$ cat src/rtl/pe_pkg.sv
// rtl/pe_pkg.sv - shared widths, operand typedefs and signed range helpers for the PE
package pe_pkg;
  localparam int DEFAULT_DATA_W = 8;
  localparam int DEFAULT_ACC_W  = 16;

  typedef logic signed [DEFAULT_DATA_W-1:0]   operand_t;
  typedef logic signed [DEFAULT_DATA_W-1:0]   weight_t;
  typedef logic signed [2*DEFAULT_DATA_W-1:0] product_t;

  function automatic logic signed [63:0] signed_max(input int w);
    return (64'sd1 <<< (w - 1)) - 64'sd1;
  endfunction

  function automatic logic signed [63:0] signed_min(input int w);
    return -(64'sd1 <<< (w - 1));
  endfunction
endpackage

$ cat src/rtl/pe_sat_clamp.sv
// rtl/pe_sat_clamp.sv - resize the wide PE sum to ACC_W; clamps when PE_SATURATE_EN is defined, wraps otherwise
module pe_sat_clamp
  import pe_pkg::*;
#(
  parameter int SUM_W = 17,
  parameter int ACC_W = 16
) (
  input  logic signed [SUM_W-1:0] sum,
  output logic signed [ACC_W-1:0] psum,
  output logic                    sat
);
`ifdef PE_SATURATE_EN
  localparam logic signed [63:0] MAX_V = signed_max(ACC_W);
  localparam logic signed [63:0] MIN_V = signed_min(ACC_W);

  logic signed [63:0] sum_ext;
  assign sum_ext = 64'(sum);

  always_comb begin
    psum = sum[ACC_W-1:0];
    sat  = 1'b0;
    if (sum_ext > MAX_V) begin
      psum = MAX_V[ACC_W-1:0];
      sat  = 1'b1;
    end else if (sum_ext < MIN_V) begin
      psum = MIN_V[ACC_W-1:0];
      sat  = 1'b1;
    end
  end
`else
  // Two's-complement wrap: the high bits are intentionally dropped.
  logic unused_hi;
  assign unused_hi = ^sum[SUM_W-1:ACC_W];
  assign psum      = sum[ACC_W-1:0];
  assign sat       = 1'b0;
`endif
endmodule

$ cat src/rtl/pe_weight_stationary.sv
// rtl/pe_weight_stationary.sv - double-buffered weight-stationary MAC PE, 2-stage pipeline
// Optional clamping of psum_out is enabled by defining PE_SATURATE_EN.
module pe_weight_stationary
  import pe_pkg::*;
#(
  parameter int DATA_W = DEFAULT_DATA_W,
  parameter int ACC_W  = DEFAULT_ACC_W
) (
  input  logic                     clk,
  input  logic                     n_rst,
  input  logic                     in_valid,
  input  logic signed [DATA_W-1:0] a_in,
  input  logic signed [ACC_W-1:0]  psum_in,
  output logic signed [DATA_W-1:0] a_out,
  output logic                     a_valid_out,
  output logic signed [ACC_W-1:0]  psum_out,
  output logic                     out_valid,
  input  logic                     w_shift,
  input  logic signed [DATA_W-1:0] w_in,
  output logic signed [DATA_W-1:0] w_out,
  input  logic                     w_swap,
  output logic                     sat_out
);
  localparam int PROD_W = 2 * DATA_W;
  localparam int SUM_W  = ((PROD_W > ACC_W) ? PROD_W : ACC_W) + 1;

  logic signed [DATA_W-1:0] w_active;
  logic signed [DATA_W-1:0] w_shadow;
  logic signed [PROD_W-1:0] prod_r;
  logic signed [ACC_W-1:0]  psum_r;
  logic signed [SUM_W-1:0]  sum;
  logic signed [ACC_W-1:0]  psum_fit;
  logic                     sat_fit;

  assign w_out = w_shadow;

  // Swap reads the pre-edge shadow, so a same-edge shift never leaks into active.
  always_ff @(posedge clk or negedge n_rst) begin
    if (!n_rst) begin
      w_active <= '0;
      w_shadow <= '0;
    end else begin
      if (w_swap)  w_active <= w_shadow;
      if (w_shift) w_shadow <= w_in;
    end
  end

  always_ff @(posedge clk or negedge n_rst) begin
    if (!n_rst) begin
      prod_r      <= '0;
      psum_r      <= '0;
      a_out       <= '0;
      a_valid_out <= 1'b0;
    end else begin
      a_valid_out <= in_valid;
      if (in_valid) begin
        prod_r <= PROD_W'(w_active) * PROD_W'(a_in);
        psum_r <= psum_in;
        a_out  <= a_in;
      end
    end
  end

  assign sum = SUM_W'(prod_r) + SUM_W'(psum_r);

  pe_sat_clamp #(
    .SUM_W (SUM_W),
    .ACC_W (ACC_W)
  ) u_clamp (
    .sum  (sum),
    .psum (psum_fit),
    .sat  (sat_fit)
  );

  always_ff @(posedge clk or negedge n_rst) begin
    if (!n_rst) begin
      psum_out  <= '0;
      out_valid <= 1'b0;
      sat_out   <= 1'b0;
    end else begin
      out_valid <= a_valid_out;
      sat_out   <= a_valid_out & sat_fit;
      if (a_valid_out) psum_out <= psum_fit;
    end
  end
endmodule

$ cat config.mk
export PLATFORM = sky130hd
export DESIGN_NAME = pe_weight_stationary
export DESIGN_NICKNAME = d
export VERILOG_FILES = /design/src/rtl/pe_pkg.sv /design/src/rtl/pe_sat_clamp.sv /design/src/rtl/pe_weight_stationary.sv
export SDC_FILE = /design/constraint.sdc
export NUM_CORES = 1
export LEC_CHECK = 0
export ABC_AREA = 1
export ABC_CLOCK_PERIOD_IN_PS = 5100
export BUFFER_PORTS_ARGS = -buffer_cell sky130_fd_sc_hd__buf_4
export CORE_ASPECT_RATIO = 0.6
export CORE_MARGIN = 10
export CORE_UTILIZATION = 35
export DETAILED_ROUTE_END_ITERATION = 6
export PLACE_DENSITY_LB_ADDON = 0.1
export SLEW_MARGIN = 20
export SYNTH_ARGS = -nofsm -noshare
export SYNTH_HDL_FRONTEND = slang
export SYNTH_SLANG_ARGS = --single-unit
$ cat constraint.sdc
create_clock -name clk -period 5.1 [get_ports clk]
set_input_delay 1.275 -clock clk [delete_from_list [all_inputs] [get_ports clk]]
set_output_delay 1.275 -clock clk [all_outputs]
set_load 0.01 [all_outputs]
==> flow_summary_export.csv, run 1 <==
group,metric,value,unit
critical_path,r2r_cells,18,
detailed_routing,vias_per_cell,4.545,
finish,most-common-layout-cells,"263 x nand2_1, 166 x inv_1, 80 x buf_4",
yosys,synth_cell_types,29,
floorplanning,die_x,191.8,um
grt,grt_use_total,14.20,%
timing,skew,4.245,ps
timing,setup_viol,0,
pwr,netSwitchingFraction,46.80,%
cts,cts_sinks,74,
timing,worst_pin_slew,1009,ps
critical_path,crit_path_end,"prod_r[15]",
cts,htreeDepth,3,
critical_path,path_delay_family,"adder cells",
pwr,leakagePower,4.137,nW
yosys,yosys_warnings,0,
yosys,yosysSeqAreaShare,29.89,%
critical_path,cpPeakStageDelay,600,ps
place,place_hpwl,12530,um
floorplanning,core_area,17270,um^2
pwr,clockPowerShare,15.7,%
cts,clk_path_buf_depth,2,
timing,fmax,207.5,MHz
detailed_routing,ant_nets,0,
cts,cts_tree,"yes",
detailed_routing,first_pass_iters,4,
timing,fin_crit_sh,94.51,%
yosys,synth_cells,805,
critical_path,r2r-end,"prod_r[15]",
timing,finalMaxSlewViolations,0,
finish,seq_area,1852,um^2
critical_path,critPathMostFrequentCell,"nand2_1",
timing,worst_slack,280.0,ps
detailed_routing,finalWirelength,15230,um
yosys,ys_ff_latch,74,
detailed_routing,num_vias,5027,
pwr,p_seq_share,20.1,%
floorplanning,die_h,123.1,um
floorplanning,die_area,23590,um^2
finish,drive_gt1_share,12.84,%
pwr,p_comb_share,64.2,%
yosys,synth_area_per_cell,7.695,um^2
critical_path,cp-end-kind,"register",
timing,post-route-min-period,4820,ps
finish,finalNetCount,1004,
yosys,syn_nets,942,
finish,mostFrequentLayoutCell,"nand2_1",
place,place_worst_setup_slack,-112.3,ps
critical_path,path_cells,"buf_4, nand2_1, buf_4, fa_1, inv_1, fa_1, fa_1, inv_1, fa_1, inv_1, ha_1, a21oi_1, nand2_1, nand2_1, nand3_1, inv_1, nand2_1, nand3_1, nand2_1",
timing,rsz0062_at_grt,"no",
critical_path,worst_ep_required_time,5340,ps
yosys,synth.area.top_cells,"dfrtp_1 30%, fa_1 18%, nand2_1 16%",
status,status,"finished, final reports clean",
critical_path,crit_slowest_cell,"fa_1",
finish,fill_cells,1782,
detailed_routing,drtIter0Drc,311,
cts,clkTransAtPathRegs,60,ps
pwr,powerDensity,577.4,nW/um^2
critical_path,crit_arrival,5060,ps
cts,cts_made_buffers,9,
floorplanning,ioPinCount,72,
timing,setup-tns-final,0,ps
timing,relSlewSlack,32.71,%
critical_path,crit_path_start_kind,"input port",
grt,grt_pass1_vias,5187,
grt,gr-total-overflow,0,
critical_path,r2r_slack,690,ps
pwr,max-vdd-ir-drop,0.0002573,V
detailed_routing,drc,0,
yosys,yosysTopAreaCell,"dfrtp_1",
grt,antenna_found_initial,0,
cts,clock_latency,340,ps
yosys,synth_area,6195,um^2
pwr,switchingPower,1.966,mW
yosys,yosys.area.top_type_share,29.89,%
finish,multiInputGateArea,3592,um^2
critical_path,crit_path_start,"a_in[3]",
floorplanning,start_util,35.87,%
timing,hold_viol,0,
cts,root_buffer,"clkbuf_16",
detailed_routing,wl_per_cell,13.77,um
critical_path,crit_path_max_fanout,5,
grt,grt_max_degree,75,
finish,area_growth,17.45,%
place,portBuffers,70,
floorplanning,num_rows,37,
critical_path,cp_num_buf_inv,6,
critical_path,worstSetupPathDepth,19,
critical_path,r2r_start,"w_active[7]",
pwr,internal_power,2.235,mW
grt,grt_pass1_wl,26720,um
finish,diodes,0,
place,routabilityCongestion,0.8873,
critical_path,critPathKind,"input port to register",
job,drv_cap,0,
worst_hold_path,hold_path.class,"register to register",
==> what timing repair did <==
item / CTS / global route
setup buffers: 0 / 0
hold buffers: 0 / 0
endpoints found under the setup margin: 0 / 2
resized for setup: 0 / 1
==> per-layer routing <==
layer  vias up  routed length [um]  GRT usage [%]  share of wire [%]
met5         -                   0              0                  0
met4         0                 138          3.693               0.91
met3        11                1212          4.668                8.0
met2       106                5747          19.25                 38
met1      2371                8131          20.93                 53
li1       2539                   -              -                  -
==> layout make-up <==
cell class / count / share of cell area, %
multi-input cells: 533 / 49.37
flip-flops and latches: 74 / 25.45
inverters: 169 / 8.719
repair buffers: 80 / 8.255
well taps: 234 / 4.024
clock buffers: 10 / 3.285
clock inverters: 6 / 0.8942
==> synthesized netlist by cell type, drive strengths merged <==
master and count:
nand2 268, inv 167, dfrtp 74, fa 56, ha 44, nand3 37, o21ai 36, a21oi 31
nor2 31, clkbuf 23, xnor2 12, buf 6, nand4 5, nand3b 4, a21o 2, clkinv 2
mux2 2, a31oi 1, and2 1, conb 1, o21a 1, o21bai 1
==> tightest hold or removal path: cells and delay by family, from the launching register on <==
family / cells / cell delay [ps]
flops: 1 / 340
simple gates: 2 / 100
==> how the worst min path moves through the flow <==
stage	start	end	slack [ps]	cells past startpoint
after floorplan	a_valid_out	out_valid	430	0
after global placement	a_out[1]	a_out[1]	460	2
after detailed placement	a_out[6]	a_out[6]	460	2
after CTS	a_out[6]	a_out[6]	480	2
after global routing	a_out[0]	a_out[0]	490	2
final	a_out[0]	a_out[0]	470	2
==> power groups by stage <==
stage | Clock [mW] | Combinational, mW | Sequential [mW]
2_1_floorplan | 0 | 2.01 | 0.850
3_3_place_gp | 0 | 2.69 | 0.854
3_5_place_dp | 0 | 2.70 | 0.856
4_1_cts | 0.683 | 2.72 | 0.847
5_1_grt | 0.711 | 3.17 | 0.865
6_report | 0.660 | 2.70 | 0.845
==> per-stage QoR <==
stage / total power, mW / utilization, % / area [um^2] / hold WS (ps) / std cells
6_report: 4.201 / 42.13 / 7276 / 472.4 / 1106
5_1_grt: 4.747 / 42.13 / 7276 / 492.2 / 1106
3_5_place_dp: 3.558 / 40.36 / 6969 / 461.1 / 1090
3_3_place_gp: 3.540 / 40.36 / 6969 / 455.0 / 1090
4_1_cts: 4.255 / 42.12 / 7273 / 476.3 / 1106
2_1_floorplan: 2.861 / - / 6195 / 430.0 / 805
==> registers in the layout, indices dropped and copies added (netlist names) <==
signal / cells
out_valid: 1
w_active: 8
a_out: 8
psum_out: 16
a_valid_out: 1
psum_r: 16
prod_r: 16
w_out: 8
==> cells by family (layout without fill, tap and decap cells) <==
kind of cell	after synthesis	after routing	synth area share, %
xor+xnor	12	12	1.697
compound gates	72	72	6.241
other cells	1	1	0.06054
simple gates	346	346	22.60
flops	74	74	29.89
buf+inv	198	265	12.16
mux	2	2	0.3635
fa+ha+maj	100	100	26.98
No activity file was read; power rests on OpenSTA's default activity.
==> run 2, diff against run 1 <==
--- a/config.mk
+++ b/config.mk
@@ -6,7 +6,7 @@
 export NUM_CORES = 1
 export LEC_CHECK = 0
 export ABC_AREA = 1
-export ABC_CLOCK_PERIOD_IN_PS = 5100
+export ABC_CLOCK_PERIOD_IN_PS = 5400
 export BUFFER_PORTS_ARGS = -buffer_cell sky130_fd_sc_hd__buf_4
 export CORE_ASPECT_RATIO = 0.6
 export CORE_MARGIN = 10
==> constraint.sdc (replaced) <==
create_clock -name clk -period 5.4 [get_ports clk]
set_input_delay 1.35 -clock clk [delete_from_list [all_inputs] [get_ports clk]]
set_output_delay 1.35 -clock clk [all_outputs]
set_load 0.01 [all_outputs]
==> run 2 against run 1 <==
  * Worst hold slack gained 3.8 ps
  * Core utilization is 0.23 points lower
  * Cell area is 0.55% lower
  * Via count decreased by 1.6%
  * Combinational power shrank 7%
  * Sequential cell count is the same
  * Power is 6.1% lower
  * Global-route usage is 0.21 points lower
  * Sequential power is 5.6% lower
  * Cell count is 0.54% lower
  * Critical endpoint is now prod_r[13]
  * Clock skew up 1.1 ps
  * Clock power decreased by 3.3%
==> flow_summary_export.csv, run 2 (synthesized netlist as in run 1, its figures left out) <==
group,metric,value,unit
cts,holdBufCountCts,0,
pwr,netSwitchingFraction,47.24,%
finish,area_growth,16.80,%
pwr,leakagePower,4.107,nW
status,status,"finished, final reports clean",
grt,grt_use_total,13.99,%
timing,relSlewSlack,50.04,%
pwr,clockPowerShare,16.2,%
finish,finalNetCount,998,
grt,gr-usage-met1,20.84,%
finish,most-common-layout-cells,"263 x nand2_1, 166 x inv_1, 74 x dfrtp_1",
grt,grt.met3_usage,3.656,%
finish,drive_gt1_share,12.12,%
critical_path,worst_ep_required_time,5630,ps
timing,setup_viol,0,
critical_path,cp-end-kind,"register",
critical_path,crit_slowest_cell,"fa_1",
critical_path,path_cells,"buf_4, nand2_1, inv_1, fa_1, inv_1, fa_1, inv_1, fa_1, inv_1, fa_1, inv_1, ha_1, nand2_1, nor2_1, nand3_1, nand3_1, nand2_1, nand3_1, nand2_1",
detailed_routing,wl_per_cell,13.75,um
detailed_routing,drtIter0Drc,386,
critical_path,critPathMostFrequentCell,"inv_1",
critical_path,crit_arrival,5200,ps
grt,grt.busiest_layer,"met1",
finish,diodes,0,
pwr,powerDensity,545.5,nW/um^2
critical_path,path_delay_family,"adder cells",
grt,grt_pass1_wl,26300,um
pwr,internal_power,2.082,mW
floorplanning,core_area,17270,um^2
finish,largestRegisters,"prod_r: 16 flops, psum_out: 16 flops, psum_r: 16 flops",
grt,grt_max_degree,75,
critical_path,cpPeakStageDelay,600,ps
detailed_routing,finalWirelength,15120,um
timing,skew,5.354,ps
grt,antenna_found_initial,0,
cts,clkTransAtPathRegs,60,ps
pwr,switchingPower,1.865,mW
timing,rsz0062_at_grt,"no",
timing,post-route-min-period,4969,ps
timing,setup-tns-final,0,ps
place,place_worst_setup_slack,71.78,ps
critical_path,cp_num_buf_inv,6,
floorplanning,die_h,123.1,um
worst_hold_path,min_from,"a_out[6]",
cts,clock_latency,350,ps
detailed_routing,ant_nets,0,
detailed_routing,num_vias,4947,
grt,gr-total-overflow,0,
finish,mostFrequentLayoutCell,"nand2_1",
cts,root_buffer,"clkbuf_16",
cts,post_cts_buffers,0,
pwr,p_seq_share,20.2,%
detailed_routing,vias_per_cell,4.497,
critical_path,crit_path_start,"a_in[3]",
place,portBuffers,70,
timing,worst_slack,430.9,ps
cts,cts_made_buffers,9,
grt,grt_pass1_vias,5098,
worst_hold_path,hold_path.class,"register to register",
timing,fmax,201.2,MHz
critical_path,crit_path_max_fanout,9,
cts,clk_path_buf_depth,2,
cts,cts_sinks,74,
cts,cts-resized-gates,0,
place,routabilityCongestion,0.8896,
floorplanning,num_rows,37,
timing,hold_viol,0,
detailed_routing,first_pass_iters,4,
detailed_routing,drc,0,
cts,htreeDepth,3,
place,place_hpwl,12310,um
critical_path,crit_path_start_kind,"input port",
floorplanning,die_area,23590,um^2
critical_path,critPathKind,"input port to register",
critical_path,r2r_start,"w_active[7]",
cts,cts_tree,"yes",
pwr,p_comb_share,63.6,%
grt,use_met2,19.14,%
floorplanning,start_util,35.87,%
floorplanning,die_x,191.8,um
floorplanning,ioPinCount,72,
job,drv_cap,0,
timing,worst_pin_slew,749.3,ps
timing,finalMaxSlewViolations,0,
timing,fin_crit_sh,92.02,%
pwr,max-vdd-ir-drop,0.0002342,V
-- run 2: cell types whose count changed in the layout (fill, tap and decap cells not counted), sizes merged --
cell / delta
clkbuf: -1
clkinvlp: +1
inv: +3
clkinv: -3
buf: -6
-- run 2: power by group through the flow --
stage | sequential (mW) | clock [mW] | combinational, mW
2_1_floorplan | 0.803 | 0 | 1.90
3_3_place_gp | 0.806 | 0 | 2.50
3_5_place_dp | 0.810 | 0 | 2.52
4_1_cts | 0.800 | 0.657 | 2.53
5_1_grt | 0.817 | 0.684 | 2.93
6_report | 0.798 | 0.638 | 2.51
-- run 2: through the flow --
step	power, mW	hold slack (ps)	utilization [%]	cell area (um^2)	std cells
finish	3.947	476.2	41.90	7236	1100
global route	4.427	497.4	41.90	7236	1100
CTS	3.990	479.6	41.88	7232	1100
detailed placement	3.329	463.1	40.10	6924	1084
global placement	3.305	456.2	40.10	6924	1084
floorplan	2.702	430.0	-	6195	805
-- run 2: per-layer routing --
metal / routed length (um) / vias up
met3: 967 / 10
met5: 0 / -
met1: 8328 / 2306
met2: 5652 / 103
met4: 175 / 0
li1: - / 2528
-- run 2: final timing paths --
check	to	slack, ps	cells past startpoint
min	a_out[6]	480	2
max in group asynchronous	psum_r[13]	3850	1
min reg2reg	a_out[6]	480	2
max reg2reg	prod_r[13]	1000	18
max	prod_r[13]	430	19
min in group asynchronous	a_out[7]	980	1
-- run 2: area by class of cell --
class / instances / area, um^2
clock inverter: 7 / 82.58
clock buffer: 9 / 225.2
inverter: 169 / 634.4
sequential: 74 / 1852
multi-input combinational: 533 / 3590
fill: 1812 / 10030
timing repair buffer: 74 / 559.3
tap: 234 / 292.8
-- run 2: worst min-delay path, cell delays in order (launching register included) --
cell and delay (ps):
dfrtp_1 340, nand2_1 50, nand2_1 50
==> run 3, diff against run 2 <==
--- a/config.mk
+++ b/config.mk
@@ -8,8 +8,9 @@
 export ABC_AREA = 1
 export ABC_CLOCK_PERIOD_IN_PS = 5400
 export BUFFER_PORTS_ARGS = -buffer_cell sky130_fd_sc_hd__buf_4
+export CELL_PAD_IN_SITES_DETAIL_PLACEMENT = 0
+export CELL_PAD_IN_SITES_GLOBAL_PLACEMENT = 2
 export CORE_ASPECT_RATIO = 0.6
-export CORE_MARGIN = 10
 export CORE_UTILIZATION = 35
 export DETAILED_ROUTE_END_ITERATION = 6
 export PLACE_DENSITY_LB_ADDON = 0.1
==> run 3 against run 2 <==
  * Fmax is 0.52% higher
  * Clock skew rose by 2.4 ps
  * Die area shrank 23%
  * Power up 1.2%
  * Critical path depth unchanged
  * Cell area is 0.42% higher
  * Global-route usage increased by 4.4 points
  * Routed wire length fell by 1.4%
  * Clock power up 8.0%
  * Critical endpoint is now prod_r[15]
  * Largest cell class unchanged
==> flow_summary_export.csv, run 3 (synthesized netlist as in run 1, its figures left out) <==
group,metric,value,unit
status,status,"finished, final reports clean",
pwr,leakagePower,4.130,nW
timing,rsz0062_at_grt,"no",
detailed_routing,finalWirelength,14910,um
grt,grt_pass1_vias,5173,
detailed_routing,first_pass_iters,5,
critical_path,critPathMostFrequentCell,"inv_1",
critical_path,worst_ep_required_time,5640,ps
finish,instances_no_fill,1101,
floorplanning,ioPinCount,72,
grt,use_met2,24.91,%
worst_hold_path,min_from,"psum_out[0]",
cts,clock_latency,340,ps
finish,mostFrequentLayoutCell,"nand2_1",
timing,fin_crit_sh,91.54,%
finish,area_growth,17.29,%
floorplanning,die_area,18250,um^2
critical_path,crit_path_start_kind,"input port",
timing,whs,472.5,ps
cts,cts_tree,"yes",
finish,largestRegisters,"prod_r: 16 flops, psum_out: 16 flops, psum_r: 16 flops",
detailed_routing,ant_nets,0,
finish,finalNetCount,999,
critical_path,path_cells,"buf_4, nand2_1, inv_1, fa_1, inv_1, fa_1, inv_1, fa_1, inv_1, fa_1, inv_1, ha_1, nand2_1, nor2_1, nand3_1, nand3_1, nand3_1, nand3_1, nand2_1",
place,dpl-instance-area,6932,um^2
timing,relSlewSlack,35.99,%
cts,cts_made_buffers,9,
cts,clkTransAtPathRegs,70,ps
finish,diodes,0,
critical_path,cp-end-kind,"register",
worst_hold_path,min_to,"psum_out[0]",
critical_path,r2r_slack,980,ps
place,place_inst,1085,
timing,post-route-min-period,4943,ps
pwr,powerDensity,549.5,nW/um^2
detailed_routing,vias_per_cell,4.606,
pwr,max-vdd-ir-drop,0.0002195,V
critical_path,crit_path_max_fanout,5,
timing,worst_pin_slew,960.2,ps
finish,fin_area,7266,um^2
job,drv_cap,0,
timing,setup-tns-final,0,ps
cts,holdBufCountCts,0,
worst_hold_path,whs_path_depth,2,
detailed_routing,num_vias,5071,
timing,setup_viol,0,
timing,fmax,202.3,MHz
critical_path,critPathKind,"input port to register",
place,routabilityCongestion,0.8737,
critical_path,r2r_start,"w_active[7]",
grt,grt.met3_usage,3.421,%
critical_path,crit_arrival,5180,ps
timing,skew,7.770,ps
detailed_routing,drc,0,
timing,hold_viol,0,
critical_path,r2r_cells,18,
place,portBuffers,70,
cts,htreeDepth,3,
critical_path,crit_slowest_cell,"fa_1",
grt,grt_pass1_wl,26120,um
cts,cts-resized-gates,0,
grt,antenna_found_initial,0,
floorplanning,die_x,173.8,um
worst_hold_path,hold_path.class,"register to register",
timing,finalMaxSlewViolations,0,
place,place_hpwl,11980,um
cts,clk_path_buf_depth,2,
grt,gr-usage-met1,29.34,%
floorplanning,num_rows,37,
grt,grt.busiest_layer,"met1",
floorplanning,start_util,35.97,%
cts,post_cts_buffers,0,
finish,most-common-layout-cells,"263 x nand2_1, 166 x inv_1, 75 x buf_4",
cts,root_buffer,"clkbuf_16",
floorplanning,core_area,17220,um^2
grt,gr-total-overflow,0,
grt,grt_use_total,18.35,%
detailed_routing,drtIter0Drc,306,
cts,cts_sinks,74,
critical_path,cpPeakStageDelay,620,ps
grt,grt_max_degree,75,
floorplanning,die_h,105.1,um
critical_path,r2r-end,"prod_r[15]",
detailed_routing,wl_per_cell,13.54,um
finish,drive_gt1_share,12.23,%
==> run 3: report_power, final <==
part	leakage (nW)	internal, mW	switching [mW]
clock network	0.164	0.424	0.266
registers	0.894	0.699	0.103
logic	3.07	1.01	1.49
total	4.13	2.13	1.86
==> run 3: area by class of cell <==
class | count | area [um^2]
clock inverter | 6 | 95.09
sequential | 74 | 1852
tap | 234 | 292.8
fill | 1818 | 9956
inverter | 169 | 634.4
multi-input combinational | 533 | 3590
timing repair buffer | 75 | 563.0
clock buffer | 10 | 239.0
==> run 3: through the flow <==
| step | utilization [%] | power, mW | worst slack, ps |
|---|---|---|---|
| 2_1_floorplan | - | 2.702 | 324.6 |
| 3_3_place_gp | 40.25 | 3.317 | 119.2 |
| 3_5_place_dp | 40.25 | 3.328 | 61.30 |
| 4_1_cts | 42.19 | 4.044 | 432.0 |
| 5_1_grt | 42.19 | 4.507 | 172.6 |
| 6_report | 42.19 | 3.993 | 456.8 |
==> run 3: worst max-delay path by stage <==
stage                       endpoint  startpoint  slack, ps  depth (start not counted)
after floorplan           prod_r[15]     a_in[2]        320                         19
after global placement    prod_r[15]     a_in[7]        120                         17
after detailed placement  prod_r[15]     a_in[3]         60                         19
after CTS                 prod_r[15]     a_in[3]        430                         19
after global routing      prod_r[13]     a_in[3]        170                         19
final                     prod_r[15]     a_in[3]        460                         19
==> run 3: critical path, delay by kind of cell <==
family	cells	cell delay, ps
fa+ha+maj	5	2540
simple gates	8	790
buf+inv	6	490
==> run 3: metal layers <==
metal  wire length [um]  part of all wire, %
met5                  0                    0
met4                140                 0.94
met3                708                  4.7
met2               5365                   36
met1               8694                   58
